## config.mk

```make
export PLATFORM = sky130hd
export DESIGN_NAME = thor2022_reb_ctrl_flat
export DESIGN_NICKNAME = d
export VERILOG_FILES = /design/src/rtl/thor2022_reb_ctrl_if.sv /design/src/rtl/thor2022_reb_ctrl.sv /design/src/flat_wrapper.sv
export SDC_FILE = /design/constraint.sdc
export NUM_CORES = 1
export LEC_CHECK = 0
export ABC_CLOCK_PERIOD_IN_PS = 8860
export BUFFER_PORTS_ARGS = -buffer_cell sky130_fd_sc_hd__buf_2
export CORE_AREA = 2 2 122 124
export CTS_BUF_LIST = sky130_fd_sc_hd__clkbuf_8 sky130_fd_sc_hd__clkbuf_16
export CTS_CLUSTER_SIZE = 10
export DETAILED_ROUTE_END_ITERATION = 10
export DIE_AREA = 0 0 124 126
export GPL_ROUTABILITY_DRIVEN = 0
export PLACE_DENSITY = 0.68
export SLEW_MARGIN = 40
export SYNTH_ARGS = -nofsm -noshare
export SYNTH_HDL_FRONTEND = slang
export SYNTH_SLANG_ARGS = --single-unit
```

## constraint.sdc

```tcl
create_clock -name clk -period 8.86 [get_ports clk]
set_input_delay 2.215 -clock clk [delete_from_list [all_inputs] [get_ports clk]]
set_output_delay 2.215 -clock clk [all_outputs]
set_load 0.005 [all_outputs]
```

## src/rtl/thor2022_reb_ctrl_if.sv

```systemverilog
// Decode/execute/commit bundle for the REB allocate/commit controller.
// The master side (decode/execute) drives requests and completions; the
// slave side (the controller) returns slot offers, commit info and count.
interface thor2022_reb_ctrl_if #(
  parameter int RBITS = 3
);
  logic             alloc0_req;
  logic             alloc0_rfwr;
  logic [5:0]       alloc0_Rt;
  logic             alloc1_req;
  logic             alloc1_rfwr;
  logic [5:0]       alloc1_Rt;
  logic             done_v;
  logic [RBITS-1:0] done_id;
  logic             done_exc;
  logic             branchmiss;
  logic [RBITS-1:0] missid;
  logic [RBITS-1:0] dec0;
  logic [RBITS-1:0] dec1;
  logic [RBITS-1:0] head0;
  logic             commit0_v;
  logic [5:0]       commit0_id;
  logic             commit0_wr;
  logic [5:0]       commit0_tgt;
  logic             commit1_v;
  logic             commit1_wr;
  logic [5:0]       commit1_tgt;
  logic             exc_v;
  logic [RBITS-1:0] count;

  modport master (
    output alloc0_req, alloc0_rfwr, alloc0_Rt,
    output alloc1_req, alloc1_rfwr, alloc1_Rt,
    output done_v, done_id, done_exc, branchmiss, missid,
    input  dec0, dec1, head0,
    input  commit0_v, commit0_id, commit0_wr, commit0_tgt,
    input  commit1_v, commit1_wr, commit1_tgt,
    input  exc_v, count
  );

  modport slave (
    input  alloc0_req, alloc0_rfwr, alloc0_Rt,
    input  alloc1_req, alloc1_rfwr, alloc1_Rt,
    input  done_v, done_id, done_exc, branchmiss, missid,
    output dec0, dec1, head0,
    output commit0_v, commit0_id, commit0_wr, commit0_tgt,
    output commit1_v, commit1_wr, commit1_tgt,
    output exc_v, count
  );
endinterface

```

## src/rtl/thor2022_reb_ctrl.sv

```systemverilog
// Reorder-buffer allocate/commit controller.
// Hands out up to two ring slots per cycle, tracks FREE->DECODED->DONE per
// entry, retires in order from the head, rolls the tail back on a branch
// mispredict and flushes everything when a retiring entry carries an
// exception. The ring holds REB_ENTRIES-1 usable slots; the last index is
// the "no entry" code and is never stored.
// Optional feature macro: THOR_DUAL_COMMIT_EN (second retire per cycle).
module thor2022_reb_ctrl #(
  parameter int REB_ENTRIES = 8,
  parameter int RBITS       = $clog2(REB_ENTRIES)
) (
  input logic                clk,
  input logic                rst,
  thor2022_reb_ctrl_if.slave bus
);

  typedef enum logic [1:0] {
    ST_FREE    = 2'd0,
    ST_DECODED = 2'd1,
    ST_DONE    = 2'd2
  } ent_st_e;

  localparam logic [RBITS-1:0] NONE_IDX = RBITS'(REB_ENTRIES - 1);
  localparam logic [RBITS-1:0] LAST_IDX = RBITS'(REB_ENTRIES - 2);
  localparam logic [RBITS:0]   SLOTS    = (RBITS+1)'(REB_ENTRIES - 1);
  localparam logic [RBITS:0]   ONE_W    = (RBITS+1)'(1);

  // Next index in ring order; the reserved index is skipped.
  function automatic logic [RBITS-1:0] ring_inc(input logic [RBITS-1:0] idx);
    logic [RBITS-1:0] r;
    if (idx == LAST_IDX) r = {RBITS{1'b0}};
    else                 r = idx + RBITS'(1);
    return r;
  endfunction

  // Distance from from_idx forward to to_idx, modulo the usable slot count.
  function automatic logic [RBITS-1:0] ring_dist(input logic [RBITS-1:0] from_idx,
                                                 input logic [RBITS-1:0] to_idx);
    logic [RBITS:0] d;
    if (to_idx >= from_idx) d = {1'b0, to_idx} - {1'b0, from_idx};
    else                    d = {1'b0, to_idx} + SLOTS - {1'b0, from_idx};
    return d[RBITS-1:0];
  endfunction

  ent_st_e          st_q   [REB_ENTRIES];
  ent_st_e          st_d   [REB_ENTRIES];
  logic             rfwr_q [REB_ENTRIES];
  logic             rfwr_d [REB_ENTRIES];
  logic [5:0]       rt_q   [REB_ENTRIES];
  logic [5:0]       rt_d   [REB_ENTRIES];
  logic             exc_q  [REB_ENTRIES];
  logic             exc_d  [REB_ENTRIES];
  logic [RBITS-1:0] head_q, head_d;
  logic [RBITS-1:0] tail_q, tail_d;
  logic [RBITS-1:0] count_q, count_d;

  logic             commit0_v_s;
  logic             commit1_v_s;
  logic             exc_flush_s;
  logic             alloc0_ok_s;
  logic             alloc1_ok_s;
  logic [RBITS:0]   n_alloc_s;
  logic [RBITS:0]   n_commit_s;
  logic [RBITS-1:0] miss_dist_s;

  // ---------------- output decode of registered state ----------------
  assign commit0_v_s     = (st_q[head_q] == ST_DONE);
  assign exc_flush_s     = commit0_v_s & exc_q[head_q];

  assign bus.dec0        = (count_q <= RBITS'(REB_ENTRIES - 2)) ? tail_q : NONE_IDX;
  assign bus.dec1        = (count_q <= RBITS'(REB_ENTRIES - 3)) ? ring_inc(tail_q) : NONE_IDX;
  assign bus.head0       = head_q;
  assign bus.count       = count_q;
  assign bus.commit0_v   = commit0_v_s;
  assign bus.commit0_id  = commit0_v_s ? 6'(head_q) : 6'd0;
  assign bus.commit0_wr  = commit0_v_s & rfwr_q[head_q] & ~exc_q[head_q];
  assign bus.commit0_tgt = commit0_v_s ? rt_q[head_q] : 6'd0;
  assign bus.exc_v       = exc_flush_s;

`ifdef THOR_DUAL_COMMIT_EN
  logic [RBITS-1:0] head1_s;
  assign head1_s         = ring_inc(head_q);
  assign commit1_v_s     = commit0_v_s & ~exc_q[head_q] &
                           (st_q[head1_s] == ST_DONE) & ~exc_q[head1_s];
  assign bus.commit1_v   = commit1_v_s;
  assign bus.commit1_wr  = commit1_v_s & rfwr_q[head1_s];
  assign bus.commit1_tgt = commit1_v_s ? rt_q[head1_s] : 6'd0;
`else
  assign commit1_v_s     = 1'b0;
  assign bus.commit1_v   = 1'b0;
  assign bus.commit1_wr  = 1'b0;
  assign bus.commit1_tgt = 6'd0;
`endif

  // Grants: flushes of either kind drop this cycle's allocations.
  assign alloc0_ok_s = bus.alloc0_req & (bus.dec0 != NONE_IDX) &
                       ~exc_flush_s & ~bus.branchmiss;
  assign alloc1_ok_s = alloc0_ok_s & bus.alloc1_req & (bus.dec1 != NONE_IDX);
  assign n_alloc_s   = {{RBITS{1'b0}}, alloc0_ok_s} + {{RBITS{1'b0}}, alloc1_ok_s};
  assign n_commit_s  = {{RBITS{1'b0}}, commit0_v_s} + {{RBITS{1'b0}}, commit1_v_s};
  assign miss_dist_s = ring_dist(head_q, bus.missid);

  // Next-state for entries and ring pointers: exception > branchmiss > allocation.
  always_comb begin
    for (int i = 0; i < REB_ENTRIES; i++) begin
      st_d[i]   = st_q[i];
      rfwr_d[i] = rfwr_q[i];
      rt_d[i]   = rt_q[i];
      exc_d[i]  = exc_q[i];
    end
    head_d  = head_q;
    tail_d  = tail_q;
    count_d = count_q;

    if (exc_flush_s) begin
      for (int i = 0; i < REB_ENTRIES; i++) begin
        st_d[i] = ST_FREE;
      end
      head_d  = ring_inc(head_q);
      tail_d  = ring_inc(head_q);
      count_d = {RBITS{1'b0}};
    end else begin
      // Completion; an entry being flushed by a same-edge mispredict stays put.
      if (bus.done_v && (bus.done_id != NONE_IDX) && (st_q[bus.done_id] == ST_DECODED) &&
          !(bus.branchmiss && (ring_dist(head_q, bus.done_id) > miss_dist_s))) begin
        st_d[bus.done_id]  = ST_DONE;
        exc_d[bus.done_id] = bus.done_exc;
      end else begin
        st_d[bus.done_id]  = st_d[bus.done_id];
      end

      // In-order retire from the head.
      if (commit1_v_s) begin
        st_d[head_q]           = ST_FREE;
        st_d[ring_inc(head_q)] = ST_FREE;
        head_d                 = ring_inc(ring_inc(head_q));
      end else if (commit0_v_s) begin
        st_d[head_q] = ST_FREE;
        head_d       = ring_inc(head_q);
      end else begin
        head_d = head_q;
      end

      if (bus.branchmiss) begin
        // Everything younger than the mispredicted branch is discarded.
        for (int i = 0; i < REB_ENTRIES - 1; i++) begin
          if (ring_dist(head_q, RBITS'(i)) > miss_dist_s) st_d[i] = ST_FREE;
          else                                            st_d[i] = st_d[i];
        end
        tail_d  = ring_inc(bus.missid);
        count_d = RBITS'({1'b0, miss_dist_s} + ONE_W - n_commit_s);
      end else begin
        if (alloc0_ok_s) begin
          st_d[tail_q]   = ST_DECODED;
          rfwr_d[tail_q] = bus.alloc0_rfwr;
          rt_d[tail_q]   = bus.alloc0_Rt;
          exc_d[tail_q]  = 1'b0;
        end else begin
          st_d[tail_q]   = st_d[tail_q];
        end
        if (alloc1_ok_s) begin
          st_d[ring_inc(tail_q)]   = ST_DECODED;
          rfwr_d[ring_inc(tail_q)] = bus.alloc1_rfwr;
          rt_d[ring_inc(tail_q)]   = bus.alloc1_Rt;
          exc_d[ring_inc(tail_q)]  = 1'b0;
          tail_d                   = ring_inc(ring_inc(tail_q));
        end else if (alloc0_ok_s) begin
          tail_d = ring_inc(tail_q);
        end else begin
          tail_d = tail_q;
        end
        count_d = RBITS'({1'b0, count_q} + n_alloc_s - n_commit_s);
      end
    end
  end

  // State registers with synchronous reset.
  always_ff @(posedge clk) begin
    if (rst) begin
      for (int i = 0; i < REB_ENTRIES; i++) begin
        st_q[i]   <= ST_FREE;
        rfwr_q[i] <= 1'b0;
        rt_q[i]   <= 6'd0;
        exc_q[i]  <= 1'b0;
      end
      head_q  <= {RBITS{1'b0}};
      tail_q  <= {RBITS{1'b0}};
      count_q <= {RBITS{1'b0}};
    end else begin
      for (int i = 0; i < REB_ENTRIES; i++) begin
        st_q[i]   <= st_d[i];
        rfwr_q[i] <= rfwr_d[i];
        rt_q[i]   <= rt_d[i];
        exc_q[i]  <= exc_d[i];
      end
      head_q  <= head_d;
      tail_q  <= tail_d;
      count_q <= count_d;
    end
  end

endmodule
```

## src/flat_wrapper.sv

```systemverilog
// flat-port wrapper written by rule: the top's interface ports become plain ports
module thor2022_reb_ctrl_flat 
#(
  parameter int REB_ENTRIES = 8,
  parameter int RBITS       = $clog2(REB_ENTRIES)
)
  (clk, rst, bus_alloc0_req, bus_alloc0_rfwr, bus_alloc0_Rt, bus_alloc1_req, bus_alloc1_rfwr, bus_alloc1_Rt, bus_done_v, bus_done_id, bus_done_exc, bus_branchmiss, bus_missid, bus_dec0, bus_dec1, bus_head0, bus_commit0_v, bus_commit0_id, bus_commit0_wr, bus_commit0_tgt, bus_commit1_v, bus_commit1_wr, bus_commit1_tgt, bus_exc_v, bus_count);
  thor2022_reb_ctrl_if #(.RBITS(RBITS)) bus_i ();
  input logic clk;
  input logic rst;
  input wire logic [$bits(bus_i.alloc0_req)-1:0] bus_alloc0_req;
  input wire logic [$bits(bus_i.alloc0_rfwr)-1:0] bus_alloc0_rfwr;
  input wire logic [$bits(bus_i.alloc0_Rt)-1:0] bus_alloc0_Rt;
  input wire logic [$bits(bus_i.alloc1_req)-1:0] bus_alloc1_req;
  input wire logic [$bits(bus_i.alloc1_rfwr)-1:0] bus_alloc1_rfwr;
  input wire logic [$bits(bus_i.alloc1_Rt)-1:0] bus_alloc1_Rt;
  input wire logic [$bits(bus_i.done_v)-1:0] bus_done_v;
  input wire logic [$bits(bus_i.done_id)-1:0] bus_done_id;
  input wire logic [$bits(bus_i.done_exc)-1:0] bus_done_exc;
  input wire logic [$bits(bus_i.branchmiss)-1:0] bus_branchmiss;
  input wire logic [$bits(bus_i.missid)-1:0] bus_missid;
  output wire logic [$bits(bus_i.dec0)-1:0] bus_dec0;
  output wire logic [$bits(bus_i.dec1)-1:0] bus_dec1;
  output wire logic [$bits(bus_i.head0)-1:0] bus_head0;
  output wire logic [$bits(bus_i.commit0_v)-1:0] bus_commit0_v;
  output wire logic [$bits(bus_i.commit0_id)-1:0] bus_commit0_id;
  output wire logic [$bits(bus_i.commit0_wr)-1:0] bus_commit0_wr;
  output wire logic [$bits(bus_i.commit0_tgt)-1:0] bus_commit0_tgt;
  output wire logic [$bits(bus_i.commit1_v)-1:0] bus_commit1_v;
  output wire logic [$bits(bus_i.commit1_wr)-1:0] bus_commit1_wr;
  output wire logic [$bits(bus_i.commit1_tgt)-1:0] bus_commit1_tgt;
  output wire logic [$bits(bus_i.exc_v)-1:0] bus_exc_v;
  output wire logic [$bits(bus_i.count)-1:0] bus_count;
  assign bus_i.alloc0_req = bus_alloc0_req;
  assign bus_i.alloc0_rfwr = bus_alloc0_rfwr;
  assign bus_i.alloc0_Rt = bus_alloc0_Rt;
  assign bus_i.alloc1_req = bus_alloc1_req;
  assign bus_i.alloc1_rfwr = bus_alloc1_rfwr;
  assign bus_i.alloc1_Rt = bus_alloc1_Rt;
  assign bus_i.done_v = bus_done_v;
  assign bus_i.done_id = bus_done_id;
  assign bus_i.done_exc = bus_done_exc;
  assign bus_i.branchmiss = bus_branchmiss;
  assign bus_i.missid = bus_missid;
  assign bus_dec0 = bus_i.dec0;
  assign bus_dec1 = bus_i.dec1;
  assign bus_head0 = bus_i.head0;
  assign bus_commit0_v = bus_i.commit0_v;
  assign bus_commit0_id = bus_i.commit0_id;
  assign bus_commit0_wr = bus_i.commit0_wr;
  assign bus_commit0_tgt = bus_i.commit0_tgt;
  assign bus_commit1_v = bus_i.commit1_v;
  assign bus_commit1_wr = bus_i.commit1_wr;
  assign bus_commit1_tgt = bus_i.commit1_tgt;
  assign bus_exc_v = bus_i.exc_v;
  assign bus_count = bus_i.count;
  thor2022_reb_ctrl #(.REB_ENTRIES(REB_ENTRIES), .RBITS(RBITS)) u_core (.clk(clk), .rst(rst), .bus(bus_i));
endmodule
```

==> flow_summary.yaml, run 1 <==
floorplan:
  rows: 44
  dieArea_um2: 15600
  start_util_pct: 48.8
  core_um2: 14300
  die_x_um: 124
  die_h_um: 126
  num_io_pins: 62
clock_tree:
  clockRootBuffer: "clkbuf_16"
  cts_buffer_depth: 2
  cts_num_sinks: 92
  clkSlewWorstSetupHoldPaths_ns: 0.07
  clock_latency_ns: 0.35
  cts_post_setup_buffers_inserted: 0
  cts_tree: "done"
  hold_buffers: 0
  cts_inserted_buffers: 9
  cts-resized-gates: 0
  htreeDepth: 3
sta:
  rsz0062_at_grt: "false"
  finClkSkew_ns: 0.00811
  tns_ns: 0
  max_freq_mhz: 183
  slew_violations: 0
  tightestPinTransition_ns: 0.946
  relSlewSlack_pct: 36.5
  hold_violations: 0
  layout_min_cycle_time_ns: 5.47
  finalSetupViolations: 0
  period_share_pct: 61.7
pwr:
  power_frac_comb_pct: 19.8
  power_density_nw_per_um2: 132
  switchingPower_w: 0.000306
  sw_frac_of_total_pct: 30.6
  seq_power_share_pct: 44.3
  p_clk_share_pct: 35.9
  leakage_nw: 2.86
  irDropWorstVdd_mv: 0.132
  intPower_w: 0.000693
  power_w: 0.000999
placed_design:
  dpl-instance-area_um2: 7270
  hpwl_mm: 14.3
  port_buffers: 50
  dp.cells: 1022
routing:
  routed_wl_mm: 20.5
  vias: 6435
  dr.pass1.iters: 5
  drc: 0
  drt_iter0_markers: 664
  wire_per_inst_um: 19.8
  postRouteAntennaNets: 0
  viasPerCell: 6.21
final_layout:
  final_nets: 923
  layout-drive-gt1-share_pct: 16.3
  finalInstanceArea_um2: 7540
  fin_cells: 1036
  syn2layout_area_growth_pct: 7.88
  diodes: 0
synth:
  syn_avg_cell_area_um2: 8.46
  synth_cell_type_count: 82
  syn_inst: 826
  synthMostInstantiatedCell: "nor2_1"
  synth_top_area_cell: "dfxtp_1"
  synthTopCellsByArea: "dfxtp_1 26%, ha_1 7.5%, mux2i_1 7.3%"
  ys_ff_latch: 92
  synth_top_area_share_pct: 26.4
  synth_sequential_area_ratio_pct: 26.4
  synthTopCellsByCount: "110 x nor2_1, 93 x nand2_1, 92 x dfxtp_1"
  synth_ff_type: "dfxtp_1"
  synth_edf_count: 0
  synthArstFlopShare_pct: 0
  ys_warn_count: 0
  syn-cell-area_um2: 6990
critical_path:
  worstPathRequired_ns: 9.07
  crit_arrival_ns: 5.68
  slowest_stage: "a2111oi_4"
  endpoint_kind: "flop"
  crit_path_start_kind: "primary input"
  cpPeakStageDelay_ns: 0.57
  cp_cell_sequence: "buf_2, inv_1, ha_1, nor2b_1, o21ai_2, xor2_1, buf_4, ha_1, inv_1, o211ai_1, a221oi_1, buf_4, nor4b_2, o22ai_1, a2111oi_4, o221ai_1"
  path_class: "in -> reg"
  crit_path_max_fanout: 11
run_status:
  status: "finished, final reports clean"
grt:
  grtUsageTotal_pct: 27.0
  grt_pass1_vias: 5958
  grt_max_degree: 75
  gr-total-overflow: 0
  antenna_found_initial: 0
  grt_pass1_wl_mm: 32.9
hold_path:
  min_path_type: "reg -> reg"
flow_run:
  cap_viol_max_count: 0
==> stage by stage <==
step	utilization [%]	hold slack [ns]	setup slack [ns]
floorplan	-	0.433	3.34
global placement	50.7	0.447	3.15
detailed placement	50.8	0.457	3.12
CTS	52.6	0.468	3.44
global route	52.7	0.478	3.09
finish	52.7	0.469	3.39
==> worst max-delay path, delay by kind of cell <==
family,cells,cell delay (ns)
buf+inv,5,0.67
xor+xnor,1,0.39
simple gates,2,0.60
compound gates,6,1.45
fa+ha+maj,2,0.33
==> worst paths after layout <==
| check | from | depth (start not counted) | slack (ns) | endpoint |
|---|---|---|---|---|
| max | bus_missid[0] | 16 | 3.39 | u_core.st_q[5][0]$_SDFF_PP0_ |
| min | u_core.rfwr_q[7]$_SDFFE_PP0P_ | 1 | 0.47 | u_core.rfwr_q[7]$_SDFFE_PP0P_ |
| max reg2reg | u_core.bus.head0[2]$_SDFFE_PP0N_ | 15 | 4.04 | u_core.st_q[5][0]$_SDFF_PP0_ |
| min reg2reg | u_core.rfwr_q[7]$_SDFFE_PP0P_ | 1 | 0.47 | u_core.rfwr_q[7]$_SDFFE_PP0P_ |
==> layout by cell type (no fill, tap or decap), types with 7 or more instances in the layout <==
cell and n:
inv_1 28, ha_1 42, mux2i_1 51, nor2b_1 16, conb_1 11, nor3_1 16, mux4_2 19, clkbuf_16 9
a211oi_1 25, a21oi_1 28, o211ai_1 12, o221ai_1 8, nor2_1 108, buf_4 8, xnor2_1 7, a211oi_2 7
nand2_1 93, buf_2 50, a311oi_1 21, and2_1 7, nand3_1 33, nand2b_1 9, dfxtp_1 91, o21ai_0 18
==> power groups by stage <==
stage	Sequential [W]	Combinational (W)	Clock, W
3_5_place_dp	0.000451	0.000194	0
6_report	0.000442	0.000197	0.000359
4_1_cts	0.000442	0.000195	0.000363
2_1_floorplan	0.000444	0.000148	0
3_3_place_gp	0.000451	0.000192	0
5_1_grt	0.000444	0.000219	0.000377
==> final cells by class <==
class | count | area [um^2]
clock buffers | 9 | 225
clock inverters | 5 | 38.8
fillers | 1393 | 6770
inverters | 35 | 144
multi-input cells | 652 | 4740
flip-flops and latches | 92 | 1840
well taps | 184 | 230
repair buffers | 59 | 322
==> flip-flops by register name, summed over array words and instances (netlist names), named ones only <==
signal	cells
u_core.bus.head0	3
u_core.rfwr_q	8
u_core.tail_q	2
u_core.bus.count	3
u_core.rt_q	48
u_core.exc_q	8
u_core.st_q	16
==> kinds of logic after synthesis <==
logic type | count (synthesis) | synth area share, %
buffers and inverters | 92 | 6.59
other | 1 | 0.0537
muxes | 75 | 14.3
adders and majority gates | 51 | 9.52
AOI/OAI and AO/OA | 181 | 19.9
and+or+nand+nor | 324 | 22.0
xor gates and xnor gates | 10 | 1.25
DFF | 92 | 26.4
==> metal layers <==
| metal | up-vias | wire length (um) | GRT usage, % |
|---|---|---|---|
| met1 | 3038 | 9400 | 41.1 |
| met4 | 0 | 408 | 8.06 |
| met5 | - | 0 | 0 |
| met2 | 321 | 8940 | 38.8 |
| li1 | 3043 | - | - |
| met3 | 33 | 1730 | 4.85 |
Power figures use the tool's default switching activity.
==> run 2: changes to the inputs <==
--- a/config.mk
+++ b/config.mk
@@ -5,7 +5,8 @@
 export SDC_FILE = /design/constraint.sdc
 export NUM_CORES = 1
 export LEC_CHECK = 0
-export ABC_CLOCK_PERIOD_IN_PS = 8860
+export ABC_AREA = 1
+export ABC_CLOCK_PERIOD_IN_PS = 5400
 export BUFFER_PORTS_ARGS = -buffer_cell sky130_fd_sc_hd__buf_2
 export CORE_AREA = 2 2 122 124
 export CTS_BUF_LIST = sky130_fd_sc_hd__clkbuf_8 sky130_fd_sc_hd__clkbuf_16
==> constraint.sdc (replaced) <==
create_clock -name clk -period 5.4 [get_ports clk]
set_input_delay 1.35 -clock clk [delete_from_list [all_inputs] [get_ports clk]]
set_output_delay 1.35 -clock clk [all_outputs]
set_load 0.005 [all_outputs]
==> flow_summary.yaml, run 2 <==
synth:
  ys_ff_latch: 92
  synth_ff_type: "dfxtp_1"
  syn-cell-area_um2: 7080
  syn_inst: 1087
  ys_warn_count: 0
  synth_top_area_share_pct: 26.0
  synthMostInstantiatedCell: "nand2_1"
  synth_edf_count: 0
  synthTopCellsByArea: "dfxtp_1 26%, nand2_1 10%, o21ai_0 8.6%"
  synthTopCellsByCount: "197 x nand2_1, 141 x inv_1, 121 x o21ai_0"
  syn_avg_cell_area_um2: 6.51
  synth_sequential_area_ratio_pct: 26.0
  synthArstFlopShare_pct: 0
  synth_top_area_cell: "dfxtp_1"
  synth_cell_type_count: 43
grt:
  grt_pass1_vias: 6586
  grt_busiest_layer: "met2"
  gr-total-overflow: 0
  grtUsageMet2_pct: 43.4
  grt_pass1_wl_mm: 34.0
  grt_util_met1_pct: 37.5
  antenna_found_initial: 0
  grtUsageTotal_pct: 28.0
  grt_max_degree: 41
  use_met3_pct: 4.98
hold_path:
  min_path_type: "reg -> reg"
  hold_path_startpoint: "u_core.rt_q[7][5]$_SDFFE_PP0P_"
  hold_depth: 2
  min_to: "u_core.rt_q[7][5]$_SDFFE_PP0P_"
final_layout:
  finalInstanceArea_um2: 7630
  top_regs: "u_core.rt_q (48), u_core.st_q (16)"
  fillers: 1491
  largest_reg_flops: 48
  diodes: 0
  mostFrequentLayoutCells: "197 x nand2_1, 141 x inv_1, 121 x o21ai_0"
  top_register: "u_core.rt_q"
  layout-drive-gt1-share_pct: 11.2
  utilization_pct: 53.3
  final_common_cell: "nand2_1"
  fin_cells: 1301
  syn2layout_area_growth_pct: 7.83
  final_nets: 1186
pwr:
  irDropWorstVdd_mv: 0.353
  switchingPower_w: 0.00174
  power_frac_comb_pct: 58.1
  sw_frac_of_total_pct: 48.0
  p_clk_share_pct: 18.6
  intPower_w: 0.00188
  leakage_nw: 3.42
  seq_power_share_pct: 23.3
  power_density_nw_per_um2: 475
critical_path:
  crit_path_max_fanout: 37
  rr_worst_depth: 18
  endpoint_kind: "output pin"
  worstPathRequired_ns: 4.05
  crit_arrival_ns: 2.97
  path_class: "reg -> out"
  r2r_slack_ns: 1.22
  crit_path_start_kind: "flop"
  timing.rr.end: "u_core.bus.count[2]$_SDFF_PP0_"
run_status:
  status: "finished, final reports clean"
sta:
  tns_ns: 0
  rsz0062_at_grt: "false"
  finClkSkew_ns: 0.0118
  hold_ws_ns: 0.422
  finalSetupViolations: 0
  period_share_pct: 80.1
  hold_violations: 0
  tightestPinTransition_ns: 0.792
  relSlewSlack_pct: 47.1
  max_freq_mhz: 231
  layout_min_cycle_time_ns: 4.32
  slew_violations: 0
routing:
  postRouteAntennaNets: 0
  viasPerCell: 5.59
  dr.pass1.iters: 5
  drc: 0
  routed_wl_mm: 21.5
  wire_per_inst_um: 16.5
  vias: 7279
  drt_iter0_markers: 830
clock_tree:
  cts-resized-gates: 0
  cts_inserted_buffers: 9
  clkSlewWorstSetupHoldPaths_ns: 0.07
  cts_num_sinks: 92
  clock_latency_ns: 0.36
  htreeDepth: 3
  clockRootBuffer: "clkbuf_16"
  cts_post_setup_buffers_inserted: 0
  hold_buffers: 0
  cts_tree: "done"
  cts_buffer_depth: 2
floorplan:
  die_h_um: 126
  start_util_pct: 49.4
  num_io_pins: 62
  die_x_um: 124
  dieArea_um2: 15600
  core_um2: 14300
  rows: 44
placed_design:
  port_buffers: 50
  dpl-instance-area_um2: 7320
  dp.cells: 1285
  hpwl_mm: 15.7
flow_run:
  cap_viol_max_count: 0
==> run 2: per-layer routing <==
layer	wire length (um)	vias to the layer above
met5	0	-
met2	9600	296
li1	-	3618
met3	1370	60
met4	919	0
met1	9580	3305
==> run 2: stage by stage <==
step           power [W]  worst slack (ns)
3_3_place_gp     0.00291              1.18
6_report         0.00363              1.08
5_1_grt          0.00395             0.926
2_1_floorplan    0.00235              1.37
4_1_cts          0.00360              1.11
3_5_place_dp     0.00293              1.09
==> run 2: cell type report <==
class	instances	area [um^2]	share of cell area, %
repair buffers	59	318	4.16
multi-input cells	792	4340	56.8
clock buffers	10	239	3.13
inverters	158	598	7.84
well taps	184	230	3.02
flip-flops and latches	92	1840	24.1
clock inverters	6	68.8	0.902
==> run 2: kinds of logic after synthesis <==
kind of cell,Yosys count,share of synthesized area (%)
AOI/OAI and AO/OA,311,24.6
adders and majority gates,47,8.84
and+or+nand+nor,414,26.0
other,1,0.0530
xor gates and xnor gates,9,1.11
DFF,92,26.0
buffers and inverters,213,13.4
==> run 2: how the worst max path moves through the flow <==
stage / from / endpoint
2_1_floorplan: bus_missid[2] / u_core.exc_q[2]$_SDFFE_PP0N_
3_5_place_dp: bus_missid[2] / u_core.st_q[1][0]$_SDFF_PP0_
4_1_cts: flop / bus_commit0_id[0]
6_report: flop / bus_commit0_id[0]
5_1_grt: flop / bus_commit0_id[0]
3_3_place_gp: bus_missid[2] / u_core.st_q[2][0]$_SDFF_PP0_
==> run 2: power by group through the flow <==
stage	sequential [W]	combinational, W	clock (W)
floorplan	0.000806	0.00155	0
global placement	0.000856	0.00205	0
detailed placement	0.000857	0.00207	0
CTS	0.000843	0.00209	0.000677
global route	0.000855	0.00239	0.000706
finish	0.000843	0.00211	0.000676
==> run 2: critical path, cell delays in order (launching register included) <==
cell and delay, ns:
dfxtp_2 0.81, buf_4 0.45, nand3_2 0.11, nand3_1 0.11, nand3_2 0.09, nand2_4 0.17
inv_1 0.35, nor2_1 0.34, buf_2 0.17
==> run 3: changes to the inputs <==
--- a/config.mk
+++ b/config.mk
@@ -6,7 +6,7 @@
 export NUM_CORES = 1
 export LEC_CHECK = 0
 export ABC_AREA = 1
-export ABC_CLOCK_PERIOD_IN_PS = 5400
+export ABC_CLOCK_PERIOD_IN_PS = 3650
 export BUFFER_PORTS_ARGS = -buffer_cell sky130_fd_sc_hd__buf_2
 export CORE_AREA = 2 2 122 124
 export CTS_BUF_LIST = sky130_fd_sc_hd__clkbuf_8 sky130_fd_sc_hd__clkbuf_16
@@ -14,7 +14,7 @@
 export DETAILED_ROUTE_END_ITERATION = 10
 export DIE_AREA = 0 0 124 126
 export GPL_ROUTABILITY_DRIVEN = 0
-export PLACE_DENSITY = 0.68
+export PLACE_DENSITY = 0.71
 export SLEW_MARGIN = 40
 export SYNTH_ARGS = -nofsm -noshare
 export SYNTH_HDL_FRONTEND = slang
==> constraint.sdc (replaced) <==
create_clock -name clk -period 3.65 [get_ports clk]
set_input_delay 0.9125 -clock clk [delete_from_list [all_inputs] [get_ports clk]]
set_output_delay 0.9125 -clock clk [all_outputs]
set_load 0.005 [all_outputs]
==> flow_summary.yaml, run 3 (synthesized netlist as in run 2, its figures left out) <==
clock_tree:
  cts_post_setup_buffers_inserted: 0
  clkSlewWorstSetupHoldPaths_ns: 0.07
  cts_tree: "done"
  cts_inserted_buffers: 9
  clockRootBuffer: "clkbuf_16"
  cts_buffer_depth: 2
  htreeDepth: 3
  cts_num_sinks: 92
  hold_buffers: 0
  clock_latency_ns: 0.35
  cts-resized-gates: 0
critical_path:
  r2r_slack_ns: 0.41
  crit_cells: 8
  crit_path_start_kind: "flop"
  slowest_stage: "dfxtp_2"
  crit_arrival_ns: 2.45
  cpLargestDelayFamily: "buffers and inverters"
  timing.rr.end: "u_core.st_q[4][1]$_SDFF_PP0_"
  rr_worst_depth: 19
  cp_cell_sequence: "inv_2, nand3_1, o211ai_1, nand3_1, nand2_4, inv_1, nor2_1, buf_2"
  cp_num_buf_inv: 3
  worstPathRequired_ns: 2.74
  crit_path_max_fanout: 20
  crit_top_cell: "nand3_1"
  cpPeakStageDelay_ns: 0.66
  cp-endpoint: "bus_commit0_id[0]"
  r2r-start: "u_core.bus.head0[1]$_SDFFE_PP0N_"
  path_class: "reg -> out"
  endpoint_kind: "output pin"
pwr:
  power_w: 0.00544
  power_frac_comb_pct: 59.8
  intPower_w: 0.00284
  power_density_nw_per_um2: 699
  seq_power_share_pct: 22.4
  switchingPower_w: 0.00259
  sw_frac_of_total_pct: 47.7
  p_clk_share_pct: 17.8
  leakage_nw: 3.51
  irDropWorstVdd_mv: 0.597
final_layout:
  largest_reg_flops: 48
  final_nets: 1206
  mostFrequentLayoutCells: "196 x nand2_1, 142 x inv_1, 121 x o21ai_0"
  layout-drive-gt1-share_pct: 12.6
  diodes: 0
  multi_input_area_um2: 4330
  final_common_cell: "nand2_1"
  top_regs: "u_core.rt_q (48), u_core.st_q (16)"
  fillers: 1470
  top_register: "u_core.rt_q"
  ff_latch_area_um2: 1840
  finalInstanceArea_um2: 7770
  syn2layout_area_growth_pct: 9.79
sta:
  tightestPinTransition_ns: 0.673
  period_share_pct: 92.2
  setup_slack_ns: 0.284
  slew_violations: 0
  finClkSkew_ns: 0.00796
  rsz0062_at_grt: "false"
  layout_min_cycle_time_ns: 3.37
  hold_ws_ns: 0.425
  hold_violations: 0
  relSlewSlack_pct: 55.0
  finalSetupViolations: 0
  tns_ns: 0
  max_freq_mhz: 297
placed_design:
  port_buffers: 50
  dpl-instance-area_um2: 7470
  pre_cts_slack_ns: 0.0149
  hpwl_mm: 16.0
floorplan:
  rows: 44
  die_x_um: 124
  die_h_um: 126
  core_um2: 14300
  start_util_pct: 49.4
  dieArea_um2: 15600
  num_io_pins: 62
run_status:
  status: "finished, final reports clean"
routing:
  postRouteAntennaNets: 0
  vias: 7307
  drt_iter0_markers: 738
  wire_per_inst_um: 16.1
  viasPerCell: 5.53
  routed_wl_mm: 21.3
  drc: 0
  dr.pass1.iters: 6
hold_path:
  hold_path_startpoint: "u_core.rfwr_q[7]$_SDFFE_PP0P_"
  min_path_type: "reg -> reg"
grt:
  antenna_found_initial: 0
  grtUsageMet2_pct: 44.8
  grt_busiest_layer: "met2"
  grt_util_met1_pct: 35.7
  gr-total-overflow: 0
  use_met3_pct: 3.31
  grt_pass1_vias: 6700
  grt_max_degree: 41
  grtUsageTotal_pct: 27.5
  grt_pass1_wl_mm: 33.5
flow_run:
  cap_viol_max_count: 0
## run 3: cell types whose count changed in the layout (fill, tap and decap cells not counted), sizes merged
cell,before,now
buf,59,79
clkinv,4,5
clkbuf,10,9
## run 3: routing by layer
metal / up-vias / part of all wire, %
met3: 64 / 6.8
li1: 3651 / -
met5: - / 0
met1: 3281 / 43
met2: 311 / 46
met4: 0 / 4.2
## run 3: worst min-delay path: cells and delay by family, from the launching register on
| family | cells | cell delay (ns) |
|---|---|---|
| AND/OR/NAND/NOR | 1 | 0.03 |
| flip-flops | 1 | 0.31 |
| buffers and inverters | 1 | 0.05 |
## run 3: final cells by class
cell class	instances	area share, %
Multi-Input combinational cell	792	55.7
Clock buffer	9	2.90
Sequential cell	92	23.7
Timing Repair Buffer	79	6.02
Tap cell	184	2.96
Inverter	158	7.70
Clock inverter	7	0.982
## run 3: how the worst min path moves through the flow
| stage | slack [ns] | to | cells past startpoint |
|---|---|---|---|
| floorplan | 0.40 | u_core.rfwr_q[7]$_SDFFE_PP0P_ | 2 |
| global placement | 0.41 | u_core.rt_q[7][1]$_SDFFE_PP0P_ | 2 |
| detailed placement | 0.42 | u_core.rt_q[7][4]$_SDFFE_PP0P_ | 2 |
| CTS | 0.43 | u_core.rt_q[7][4]$_SDFFE_PP0P_ | 2 |
| global route | 0.45 | u_core.rt_q[7][5]$_SDFFE_PP0P_ | 2 |
| finish | 0.42 | u_core.rfwr_q[7]$_SDFFE_PP0P_ | 2 |
## run 3: power by group through the flow
stage	Clock, W	Combinational (W)	Sequential [W]
floorplan	0	0.00229	0.00119
global placement	0	0.00315	0.00123
detailed placement	0	0.00319	0.00123
CTS	0.000980	0.00321	0.00121
global route	0.00101	0.00368	0.00123
finish	0.000967	0.00325	0.00122
## run 3: metrics by stage
step / utilization, % / instances
after floorplan: - / 1097
after global placement: 52.2 / 1305
after detailed placement: 52.2 / 1305
after CTS: 54.3 / 1321
after global routing: 54.3 / 1321
final: 54.3 / 1321
